[config.mk]
export PLATFORM = sky130hd
export DESIGN_NAME = csr_access_unit_flat
export DESIGN_NICKNAME = d
export VERILOG_FILES = /design/src/rtl/csr_access_unit_pkg.sv /design/src/rtl/csr_access_unit_if.sv /design/src/rtl/csr_access_unit_alu.sv /design/src/rtl/csr_access_unit.sv /design/src/flat_wrapper.sv
export SDC_FILE = /design/constraint.sdc
export NUM_CORES = 1
export LEC_CHECK = 0
export CAP_MARGIN = 20
export CORE_MARGIN = 2
export CORE_UTILIZATION = 45
export DETAILED_ROUTE_END_ITERATION = 6
export GPL_TIMING_DRIVEN = 0
export PLACE_DENSITY = 0.77
export SLEW_MARGIN = 25
export SYNTH_ARGS = -nofsm -noshare
export SYNTH_HDL_FRONTEND = slang
export SYNTH_SLANG_ARGS = --single-unit
[constraint.sdc]
create_clock -name clk_i -period 2.4 [get_ports clk_i]
set_input_delay 0.72 -clock clk_i [delete_from_list [all_inputs] [get_ports clk_i]]
set_output_delay 0.72 -clock clk_i [all_outputs]
set_load 0.02 [all_outputs]
[src/rtl/csr_access_unit_pkg.sv]
// rtl/csr_access_unit_pkg.sv - shared widths, CSR addresses, op codes and FSM states
package csr_access_unit_pkg;

  localparam int XLEN = 32;

  localparam logic [11:0] MSTATUS_A = 12'h300;
  localparam logic [11:0] MTVEC_A   = 12'h305;
  localparam logic [11:0] MEPC_A    = 12'h341;
  localparam logic [11:0] MCAUSE_A  = 12'h342;

  localparam logic [XLEN-1:0] CAUSE_ECALL = XLEN'(11);

  typedef enum logic [2:0] {
    OP_RW    = 3'd1,
    OP_RS    = 3'd2,
    OP_RC    = 3'd3,
    OP_ECALL = 3'd4,
    OP_MRET  = 3'd5
  } csr_op_e;

  typedef enum logic [2:0] {
    S_IDLE,
    S_RD,
    S_WR,
    S_T_EPC,
    S_T_CAUSE,
    S_T_VEC,
    S_RET,
    S_DONE
  } state_e;

  function automatic logic is_csr_op(input logic [2:0] op);
    return (op == OP_RW) || (op == OP_RS) || (op == OP_RC);
  endfunction

  function automatic logic is_trap_op(input logic [2:0] op);
    return (op == OP_ECALL) || (op == OP_MRET);
  endfunction

endpackage

[src/rtl/csr_access_unit_if.sv]
// rtl/csr_access_unit_if.sv - request/response handshake between execute stage and CSR unit
interface csr_access_unit_if;
  import csr_access_unit_pkg::*;

  logic            req_valid;
  logic            req_ready;
  logic [2:0]      req_op;
  logic [11:0]     req_addr;
  logic [XLEN-1:0] req_wdata;
  logic            req_nowrite;
  logic [XLEN-1:0] req_pc;
  logic            resp_valid;
  logic [XLEN-1:0] resp_rdata;
  logic            resp_illegal;
  logic            redirect_valid;
  logic [XLEN-1:0] redirect_pc;

  modport master (
    output req_valid, req_op, req_addr, req_wdata, req_nowrite, req_pc,
    input  req_ready, resp_valid, resp_rdata, resp_illegal, redirect_valid, redirect_pc
  );

  modport slave (
    input  req_valid, req_op, req_addr, req_wdata, req_nowrite, req_pc,
    output req_ready, resp_valid, resp_rdata, resp_illegal, redirect_valid, redirect_pc
  );

endinterface

[src/rtl/csr_access_unit_alu.sv]
// rtl/csr_access_unit_alu.sv - combinational new-value computation for CSRRW/CSRRS/CSRRC
module csr_alu
  import csr_access_unit_pkg::*;
(
  input  logic [2:0]      op_i,
  input  logic [XLEN-1:0] old_i,
  input  logic [XLEN-1:0] wdata_i,
  output logic [XLEN-1:0] new_o
);

  always_comb begin
    new_o = wdata_i;
    case (op_i)
      OP_RW:   new_o = wdata_i;
      OP_RS:   new_o = old_i | wdata_i;
      OP_RC:   new_o = old_i & ~wdata_i;
      default: new_o = wdata_i;
    endcase
  end

endmodule

[src/rtl/csr_access_unit.sv]
// rtl/csr_access_unit.sv - CSR read/modify/write, ECALL trap entry and MRET sequencer
// Optional: CSR_ACCESS_CHECK_EN blocks writes to read-only CSRs (addr[11:10] == 2'b11).
module csr_access_unit
  import csr_access_unit_pkg::*;
(
  input  logic                clk_i,
  input  logic                rst_i,
  csr_access_unit_if.slave    bus_if,
  output logic [11:0]         csr_addr_r_o,
  input  logic [XLEN-1:0]     csr_data_r_i,
  output logic [11:0]         csr_addr_w_o,
  output logic [XLEN-1:0]     csr_data_w_o,
  output logic                csr_we_o
);

`ifdef CSR_ACCESS_CHECK_EN
  localparam bit CHECK_EN = 1'b1;
`else
  localparam bit CHECK_EN = 1'b0;
`endif

  state_e          state_q, state_d;
  logic [2:0]      op_q, op_d;
  logic [11:0]     addr_q, addr_d;
  logic [XLEN-1:0] wdata_q, wdata_d;
  logic            nowrite_q, nowrite_d;
  logic [XLEN-1:0] pc_q, pc_d;
  logic [XLEN-1:0] old_q, old_d;
  logic [XLEN-1:0] redir_q, redir_d;
  logic            illegal_q, illegal_d;

  logic            req_ready;
  logic            resp_valid;
  logic [XLEN-1:0] resp_rdata;
  logic            resp_illegal;
  logic            redirect_valid;
  logic [XLEN-1:0] redirect_pc;
  logic            write_req;
  logic            blocked;
  logic [XLEN-1:0] alu_new;

  csr_alu u_alu (
    .op_i    (op_q),
    .old_i   (old_q),
    .wdata_i (wdata_q),
    .new_o   (alu_new)
  );

  always_ff @(posedge clk_i) begin
    if (rst_i) begin
      state_q   <= S_IDLE;
      op_q      <= '0;
      addr_q    <= '0;
      wdata_q   <= '0;
      nowrite_q <= 1'b0;
      pc_q      <= '0;
      old_q     <= '0;
      redir_q   <= '0;
      illegal_q <= 1'b0;
    end else begin
      state_q   <= state_d;
      op_q      <= op_d;
      addr_q    <= addr_d;
      wdata_q   <= wdata_d;
      nowrite_q <= nowrite_d;
      pc_q      <= pc_d;
      old_q     <= old_d;
      redir_q   <= redir_d;
      illegal_q <= illegal_d;
    end
  end

  always_comb begin
    state_d        = state_q;
    op_d           = op_q;
    addr_d         = addr_q;
    wdata_d        = wdata_q;
    nowrite_d      = nowrite_q;
    pc_d           = pc_q;
    old_d          = old_q;
    redir_d        = redir_q;
    illegal_d      = illegal_q;
    req_ready      = 1'b0;
    resp_valid     = 1'b0;
    resp_rdata     = '0;
    resp_illegal   = 1'b0;
    redirect_valid = 1'b0;
    redirect_pc    = '0;
    csr_addr_r_o   = '0;
    csr_addr_w_o   = '0;
    csr_data_w_o   = '0;
    csr_we_o       = 1'b0;
    write_req      = 1'b0;
    blocked        = 1'b0;

    case (state_q)
      S_IDLE: begin
        req_ready = 1'b1;
        if (bus_if.req_valid) begin
          op_d      = bus_if.req_op;
          addr_d    = bus_if.req_addr;
          wdata_d   = bus_if.req_wdata;
          nowrite_d = bus_if.req_nowrite;
          pc_d      = bus_if.req_pc;
          old_d     = '0;
          redir_d   = '0;
          illegal_d = 1'b0;
          case (bus_if.req_op)
            OP_RW, OP_RS, OP_RC: state_d = S_RD;
            OP_ECALL:            state_d = S_T_EPC;
            OP_MRET:             state_d = S_RET;
            default: begin
              illegal_d = 1'b1;
              state_d   = S_DONE;
            end
          endcase
        end
      end

      S_RD: begin
        csr_addr_r_o = addr_q;
        old_d        = csr_data_r_i;
        state_d      = S_WR;
      end

      // nowrite only suppresses set/clear; CSRRW always writes.
      S_WR: begin
        write_req = (op_q == OP_RW) || !nowrite_q;
        blocked   = CHECK_EN && (addr_q[11:10] == 2'b11) && write_req;
        if (write_req && !blocked) begin
          csr_we_o     = 1'b1;
          csr_addr_w_o = addr_q;
          csr_data_w_o = alu_new;
        end
        illegal_d = blocked;
        state_d   = S_DONE;
      end

      S_T_EPC: begin
        csr_we_o     = 1'b1;
        csr_addr_w_o = MEPC_A;
        csr_data_w_o = pc_q;
        state_d      = S_T_CAUSE;
      end

      S_T_CAUSE: begin
        csr_we_o     = 1'b1;
        csr_addr_w_o = MCAUSE_A;
        csr_data_w_o = CAUSE_ECALL;
        state_d      = S_T_VEC;
      end

      S_T_VEC: begin
        csr_addr_r_o = MTVEC_A;
        redir_d      = {csr_data_r_i[XLEN-1:2], 2'b00};
        state_d      = S_DONE;
      end

      S_RET: begin
        csr_addr_r_o = MEPC_A;
        redir_d      = csr_data_r_i;
        state_d      = S_DONE;
      end

      S_DONE: begin
        resp_valid     = 1'b1;
        resp_rdata     = is_csr_op(op_q) ? old_q : '0;
        resp_illegal   = illegal_q;
        redirect_valid = is_trap_op(op_q);
        redirect_pc    = is_trap_op(op_q) ? redir_q : '0;
        state_d        = S_IDLE;
      end

      default: state_d = S_IDLE;
    endcase
  end

  assign bus_if.req_ready      = req_ready;
  assign bus_if.resp_valid     = resp_valid;
  assign bus_if.resp_rdata     = resp_rdata;
  assign bus_if.resp_illegal   = resp_illegal;
  assign bus_if.redirect_valid = redirect_valid;
  assign bus_if.redirect_pc    = redirect_pc;

endmodule
[src/flat_wrapper.sv]
// flat-port wrapper written by rule: the top's interface ports become plain ports
module csr_access_unit_flat import csr_access_unit_pkg::*;
  (clk_i, rst_i, csr_addr_r_o, csr_data_r_i, csr_addr_w_o, csr_data_w_o, csr_we_o, bus_if_req_valid, bus_if_req_op, bus_if_req_addr, bus_if_req_wdata, bus_if_req_nowrite, bus_if_req_pc, bus_if_req_ready, bus_if_resp_valid, bus_if_resp_rdata, bus_if_resp_illegal, bus_if_redirect_valid, bus_if_redirect_pc);
  csr_access_unit_if bus_if_i ();
  input  logic clk_i;
  input  logic rst_i;
  output logic [11:0] csr_addr_r_o;
  input  logic [XLEN-1:0] csr_data_r_i;
  output logic [11:0] csr_addr_w_o;
  output logic [XLEN-1:0] csr_data_w_o;
  output logic csr_we_o;
  input wire logic [$bits(bus_if_i.req_valid)-1:0] bus_if_req_valid;
  input wire logic [$bits(bus_if_i.req_op)-1:0] bus_if_req_op;
  input wire logic [$bits(bus_if_i.req_addr)-1:0] bus_if_req_addr;
  input wire logic [$bits(bus_if_i.req_wdata)-1:0] bus_if_req_wdata;
  input wire logic [$bits(bus_if_i.req_nowrite)-1:0] bus_if_req_nowrite;
  input wire logic [$bits(bus_if_i.req_pc)-1:0] bus_if_req_pc;
  output wire logic [$bits(bus_if_i.req_ready)-1:0] bus_if_req_ready;
  output wire logic [$bits(bus_if_i.resp_valid)-1:0] bus_if_resp_valid;
  output wire logic [$bits(bus_if_i.resp_rdata)-1:0] bus_if_resp_rdata;
  output wire logic [$bits(bus_if_i.resp_illegal)-1:0] bus_if_resp_illegal;
  output wire logic [$bits(bus_if_i.redirect_valid)-1:0] bus_if_redirect_valid;
  output wire logic [$bits(bus_if_i.redirect_pc)-1:0] bus_if_redirect_pc;
  assign bus_if_i.req_valid = bus_if_req_valid;
  assign bus_if_i.req_op = bus_if_req_op;
  assign bus_if_i.req_addr = bus_if_req_addr;
  assign bus_if_i.req_wdata = bus_if_req_wdata;
  assign bus_if_i.req_nowrite = bus_if_req_nowrite;
  assign bus_if_i.req_pc = bus_if_req_pc;
  assign bus_if_req_ready = bus_if_i.req_ready;
  assign bus_if_resp_valid = bus_if_i.resp_valid;
  assign bus_if_resp_rdata = bus_if_i.resp_rdata;
  assign bus_if_resp_illegal = bus_if_i.resp_illegal;
  assign bus_if_redirect_valid = bus_if_i.redirect_valid;
  assign bus_if_redirect_pc = bus_if_i.redirect_pc;
  csr_access_unit u_core (.clk_i(clk_i), .rst_i(rst_i), .bus_if(bus_if_i), .csr_addr_r_o(csr_addr_r_o), .csr_data_r_i(csr_data_r_i), .csr_addr_w_o(csr_addr_w_o), .csr_data_w_o(csr_data_w_o), .csr_we_o(csr_we_o));
endmodule
# --- Word-level counts from Yosys, hierarchy flattened ---
# Index checks and enable logic that the tools add are counted.
totals:
  regBits: 148
  in_bits: 115
  output_inout_bits: 125
  elab_cells: 72
op_classes:
  eq_ne: 18
  n_mux: 25
  bitwise_logic: 3
  reduce_logical: 17
op_table:
  columns: ["cell", "n"]
  rows:
  - ["2-to-1 mux 32 bit", 6]
  - ["one-hot mux 32 bit (3 select lines)", 2]
  - ["one-hot mux 32 bit (2 select lines)", 2]
  - ["one-hot mux 12 bit (3 select lines)", 2]
  - ["bitwise AND 32 bit", 1]
  - ["NOT 32 bit", 1]
  - ["bitwise OR 32 bit", 1]
  - ["== test 3 bit (second input constant)", 8]
  - ["== test 3 x 2 -> 1 bit (second input constant)", 6]
  - ["one-hot mux 3 bit (6 select lines)", 1]
  - ["2-to-1 mux 12 bit", 1]
  - ["== test 3 x 1 -> 1 bit (second input constant)", 3]
  - ["one-hot mux 3 bit (3 select lines)", 1]
  - ["AND reduction 2 bit", 4]
  - ["2-to-1 mux 1 bit", 7]
  - ["OR reduction 3 bit", 2]
  - ["OR reduction 5 bit", 1]
  - ["logical OR 1 bit", 4]
  - ["one-hot mux 1 bit (2 select lines)", 2]
  - ["nonzero test 2 bit", 2]
  - ["zero test 3 bit", 1]
  - ["2-to-1 mux 3 bit", 1]
  - ["nonzero test 3 bit", 1]
  - ["inequality test 2 bit (second input constant)", 1]
  - ["2 further kinds", 2]

# --- Longest topological paths before layout ---
# Gate-level depths: netlist of the first run.
logic_depth:
  word_depth: 5
  ltp_mapped: 7
  mapped_depth_nobuf: 3

# --- Modules after synthesis ---
# Synthesis of the first run repeated with hierarchy kept, for this count alone.
unflattened:
  cells_unflattened: 903
  hier_area_um2: 7370.8
modules_own_cells:
  columns: ["module", "instances", "cells_per_inst", "area_each_um2", "seq_area_each_um2"]
  rows:
  - ["csr_access_unit", 1, 830, 6785.3, 2962.8]
  - ["csr_alu", 1, 73, 585.6, 0.0]

# --- Least setup slack after synthesis of the first run ---
# Ideal clock, no wire load.
synth_path:
  kind: "register to output"
  from: "register u_core.op_q[1]"
  to: "output port csr_data_w_o[0]"
  t_arrival_ns: 1.562
  t_required_ns: 1.680
  path_slack_ns: 0.118
  path_stages_with_launch: 6
  n_path_buf: 2
  cell_sequence: "dfxtp_1 nor2b_1 clkbuf_1 clkbuf_1 a22oi_1 o21ai_0"
synth_between:
  elab_chain_cells: 4
  word_cells_on_any_way: 7
  cone_classes: "eq/ne (3); mux (3); reduce/logical (1)"
synth_rtl:
  columns: ["element", "line", "text"]
  rows:
  - ["from (decl)", "csr_access_unit.sv:23", "logic [2:0] op_q, op_d;"]
  - ["from (signal assigned)", "csr_access_unit.sv:62", "op_q <= op_d;"]
  - ["== test 3 x 2 -> 1 bit / == test 3 x 1 -> 1 bit (equally long branches)", "csr_access_unit_alu.sv:13, csr_access_unit.sv:128", null]
  - ["one-hot mux 32 bit (2 select lines) / logical OR 1 bit (equally long branches)", "csr_access_unit_alu.sv:13, csr_access_unit.sv:128", null]
  - ["2-to-1 mux 32 bit *", "csr_access_unit.sv:130", "if (write_req && !blocked) begin"]
  - ["one-hot mux 32 bit (3 select lines) *", "csr_access_unit.sv:96", "case (state_q)"]
  - ["to (decl)", "flat_wrapper.sv:10", "output logic [XLEN-1:0] csr_data_w_o;"]
# Every way passes the cells marked *; elsewhere a longest branch is shown, timed or not.

# --- Worst setup path after layout of the first run ---
layout_path:
  from: "register u_core.state_q[1]"
  to: "output port csr_data_w_o[1]"
layout_between:
  elab_chain_cells: 2
  word_cells_on_any_way: 4
  cone_classes: "eq/ne (3); mux (1)"
layout_rtl:
  columns: ["element", "line", "text"]
  rows:
  - ["from (decl)", "csr_access_unit.sv:22", "state_e state_q, state_d;"]
  - ["from (signal assigned)", "csr_access_unit.sv:61", "state_q <= state_d;"]
  - ["== test 3 bit / == test 3 x 2 -> 1 bit (equally long branches)", "csr_access_unit.sv:96", null]
  - ["one-hot mux 32 bit (3 select lines) *", "csr_access_unit.sv:96", null]
# Marked as above.

==> results of run 1 <==
## worst max path at each step
stage                 startpoint                      to  cells after the start
2_1_floorplan     u_core.op_q[1]         csr_data_w_o[0]                      5
5_1_grt        u_core.state_q[1]         csr_data_w_o[1]                      8
4_1_cts           u_core.op_q[2]        csr_data_w_o[19]                      7
6_report       u_core.state_q[1]         csr_data_w_o[1]                      8
3_5_place_dp   u_core.state_q[0]  bus_if_redirect_pc[14]                      6
3_3_place_gp   u_core.state_q[0]    bus_if_resp_rdata[1]                      6
## layout make-up
| type | count | area (um2) |
|---|---|---|
| diodes | 1 | 2.50 |
| plain buffers | 75 | 687 |
| clock buffers | 18 | 429 |
| clock inverters | 13 | 160 |
| fillers | 951 | 2970 |
| inverters | 3 | 11.3 |
| multi-input cells | 618 | 3860 |
| flip-flops and latches | 148 | 2990 |
| well taps | 184 | 230 |
| repair buffers | 303 | 3250 |
## critical path: cells and delay by family (launching register included)
kind                   cells  cell delay (ns)
AOI/OAI and AO/OA          2             0.39
DFF                        1             0.37
buffers and inverters      5             0.65
and+or+nand+nor            1             0.12
## synth_stat cells, drive strengths merged
cell type | count | area [um2]
nand2 | 231 | 867
dfxtp | 148 | 2960
a21oi | 118 | 591
and2 | 79 | 494
clkbuf | 39 | 151
buf | 38 | 243
nand3 | 33 | 165
a22o | 30 | 263
a21o | 29 | 218
a32o | 28 | 280
o21ai | 13 | 65.1
nor2b | 8 | 50.1
nor2 | 6 | 22.5
nor3b | 6 | 55.1
a22oi | 4 | 30.0
nand2b | 4 | 25.0
a2111oi | 3 | 26.3
a31o | 3 | 26.3
a31oi | 3 | 18.8
inv | 3 | 11.3
nor3 | 3 | 15.0
a211oi | 2 | 15.0
and3b | 2 | 17.5
o21a | 2 | 15.0
or3b | 2 | 17.5
a311oi | 1 | 8.76
nand3b | 1 | 7.51
nor4b | 1 | 15.0
o211ai | 1 | 7.51
o21bai | 1 | 7.51
o31ai | 1 | 7.51
or2 | 1 | 6.26
or4b | 1 | 10.0
xor2 | 1 | 8.76
## per-layer routing
layer  track usage (%)  part of all wire (%)
met1              42.1                    40
met2              53.2                    47
met3              5.35                   7.5
met4              15.8                   5.5
met5                 0                     0
## power breakdown
group / switching, mW / internal [mW]
Combinational: 1.11 / 1.03
Sequential: 0.224 / 2.69
Clock: 1.10 / 1.62
Total: 2.43 / 5.34
## flip-flops by register name, indices dropped and copies added (netlist names)
register / flops
u_core.redir_q: 32
u_core.illegal_q: 1
u_core.op_q: 3
u_core.nowrite_q: 1
u_core.wdata_q: 32
u_core.old_q: 32
u_core.state_q: 3
u_core.pc_q: 32
u_core.addr_q: 12
## through the flow
stage          setup TNS [ns]  hold slack [ns]  power, mW
6_report               -18.46            0.458       7.77
5_1_grt                -23.48            0.470       7.99
4_1_cts                -14.93            0.457       7.38
3_5_place_dp          -103.79            0.447       4.44
3_3_place_gp          -102.11            0.443       4.41
2_1_floorplan               0            0.436       3.76
## what timing repair did
| action | 4_1_cts | 5_1_grt |
|---|---|---|
| setup endpoints to repair | 145 | 134 |
| gates resized for setup | 920 | 133 |
| hold endpoints to repair | 0 | 0 |
| cloned | 13 | 3 |
| setup buffers | 31 | 21 |
| pin swaps | 87 | 45 |
## kinds of logic after synthesis
kind of cell | Yosys count | share of synthesized area, %
AND/OR/NAND/NOR | 378 | 26.3
buffers and inverters | 80 | 6.03
AO/OA/AOI/OAI | 239 | 23.5
flip-flops | 148 | 44.1
XOR/XNOR | 1 | 0.130
==> impl_results.md, run 1 <==
- Final Hold Fails: 0
- Clock root buffer: clkbuf_16
- FP Rows: 44
- Total cell area at the placement stage: around 9300 um2
- Maximum vdd drop: approximately 0.00063 V
- Worst reg2reg setup slack: 0.10 ns
- CP cell instances: buf_8 -> buf_6 -> buf_6 -> nor2b_4 -> buf_6 -> a31oi_2 -> o21ai_2 -> buf_6
- Commonest non-fill, non-tap cell in the layout: nand2_1
- Slew Viols, Final: 0
- Sequential area share after synthesis: 44.1%
- Fin crit share: 112%
- Post-Syn Nets: 961
- Final worst setup slack: -0.277 ns
- Cells after Synth: ~850
- Critical path class: reg -> out
- Global-route wire length before repair: 40.1 mm
- Share of cells above drive strength 1: 37.3%
- 1st-pass router iterations: 6
- Crit start category: flip-flop
- Number of global-route vias before repair: about 7.1k
- Clock Sinks: 148
- Fin crit period: 2.68 ns
- Worst Hold End: u_core.pc_q[8]
- Post-Route WL: 28.4 mm
- Clk_skew: 0.00574 ns
- Hold Crit Class: reg -> reg
- Design Area, Final: approximately 12000 um2
- Core area: roughly 15000 um2
- Initial core utilization: 46.1%
- Crit end category: output pin
- Cts bufs inserted: 17
- Total track usage: 32.6%
- Finished Core Util: 79.6%
- Worst Max-Slew Pin Slew: 0.660 ns
- Min-delay src: u_core.pc_q[8]
- Via count: a little under 8k
- Yosys warns: 0
- GPL Wtd Cong: 0.879
- Hold path cells: 2
- Setup-failing EPs final: 120
- Syn Area/Cell: 7.95 um2
- CP max stage cell: dfxtp_4
- Max Freq: around 370 MHz
- Clock Path Buffers: 2
- Pre-CTS setup slack: -0.867 ns
- Die Y: 126 um
- Mapped cell area: 6720 um2
- Antenna-violating nets left: 0
- Largest net degree at the start of global routing: 17
- H-tree Lvls: 4
- Reg2Reg Launch Point: u_core.state_q[2]
- Worst-Skew Late Latency: 0.43 ns
- Placed insts: 1269
- Most frequent CP cell: buf_6
- Delay of the slowest critical-path stage: 0.37 ns
- Die Wd: roughly 130 um
- Worst R2R Path Depth: 8
- Cell leakage power: 5.02 nW
- Clock-pin transition on the worst setup and hold timing paths: 0.06 ns
- Post-route insts no fill: 1363
- Crit-path max FO: 8
- Maxcap violations: 0
- GR Overflow Total: 0
- PortBufs: 239
- Outcome: complete, but fails checks
- Final nets: 1281
- Hold buffers post-CTS: 0
- P&R area growth vs syn: 72.8%
- RSZ-0062 raised after global routing: true
- Failing checks: negative setup slack
- Worst Path Arrival: 1.96 ns
- DRT iter0 DRCs: 842
- Initial antenna violation count: 1
- CTS tree: done
- Post-route DRC: 0
- # IOs: 240
- Yosys cell types: 38
- Slew margin rel.: 56.0%
- Vias/cell: 5.77
- R2R Path End: u_core.wdata_q[4]
- Worst EP required: between 1.5 and 2 ns
- Post-DR wirelength/cell: 20.8 um
- Die area: 15900 um2
- HPWL Detailed: 17.8 mm
- Most frequent cells in the layout: 208 x nand2_1, 153 x buf_6, 141 x dfxtp_1
- Pwr per Cell Area: 669 nW/um2
- FF+latch count, synth: 148
Note: power is estimated with default switching activity, not from simulation.
==> inputs of run 2 (changes only) <==
- CTS_CLUSTER_DIAMETER: not set -> 120
==> results of run 2 <==
The final DEF is identical to that of run 1; final timing and power are the same.
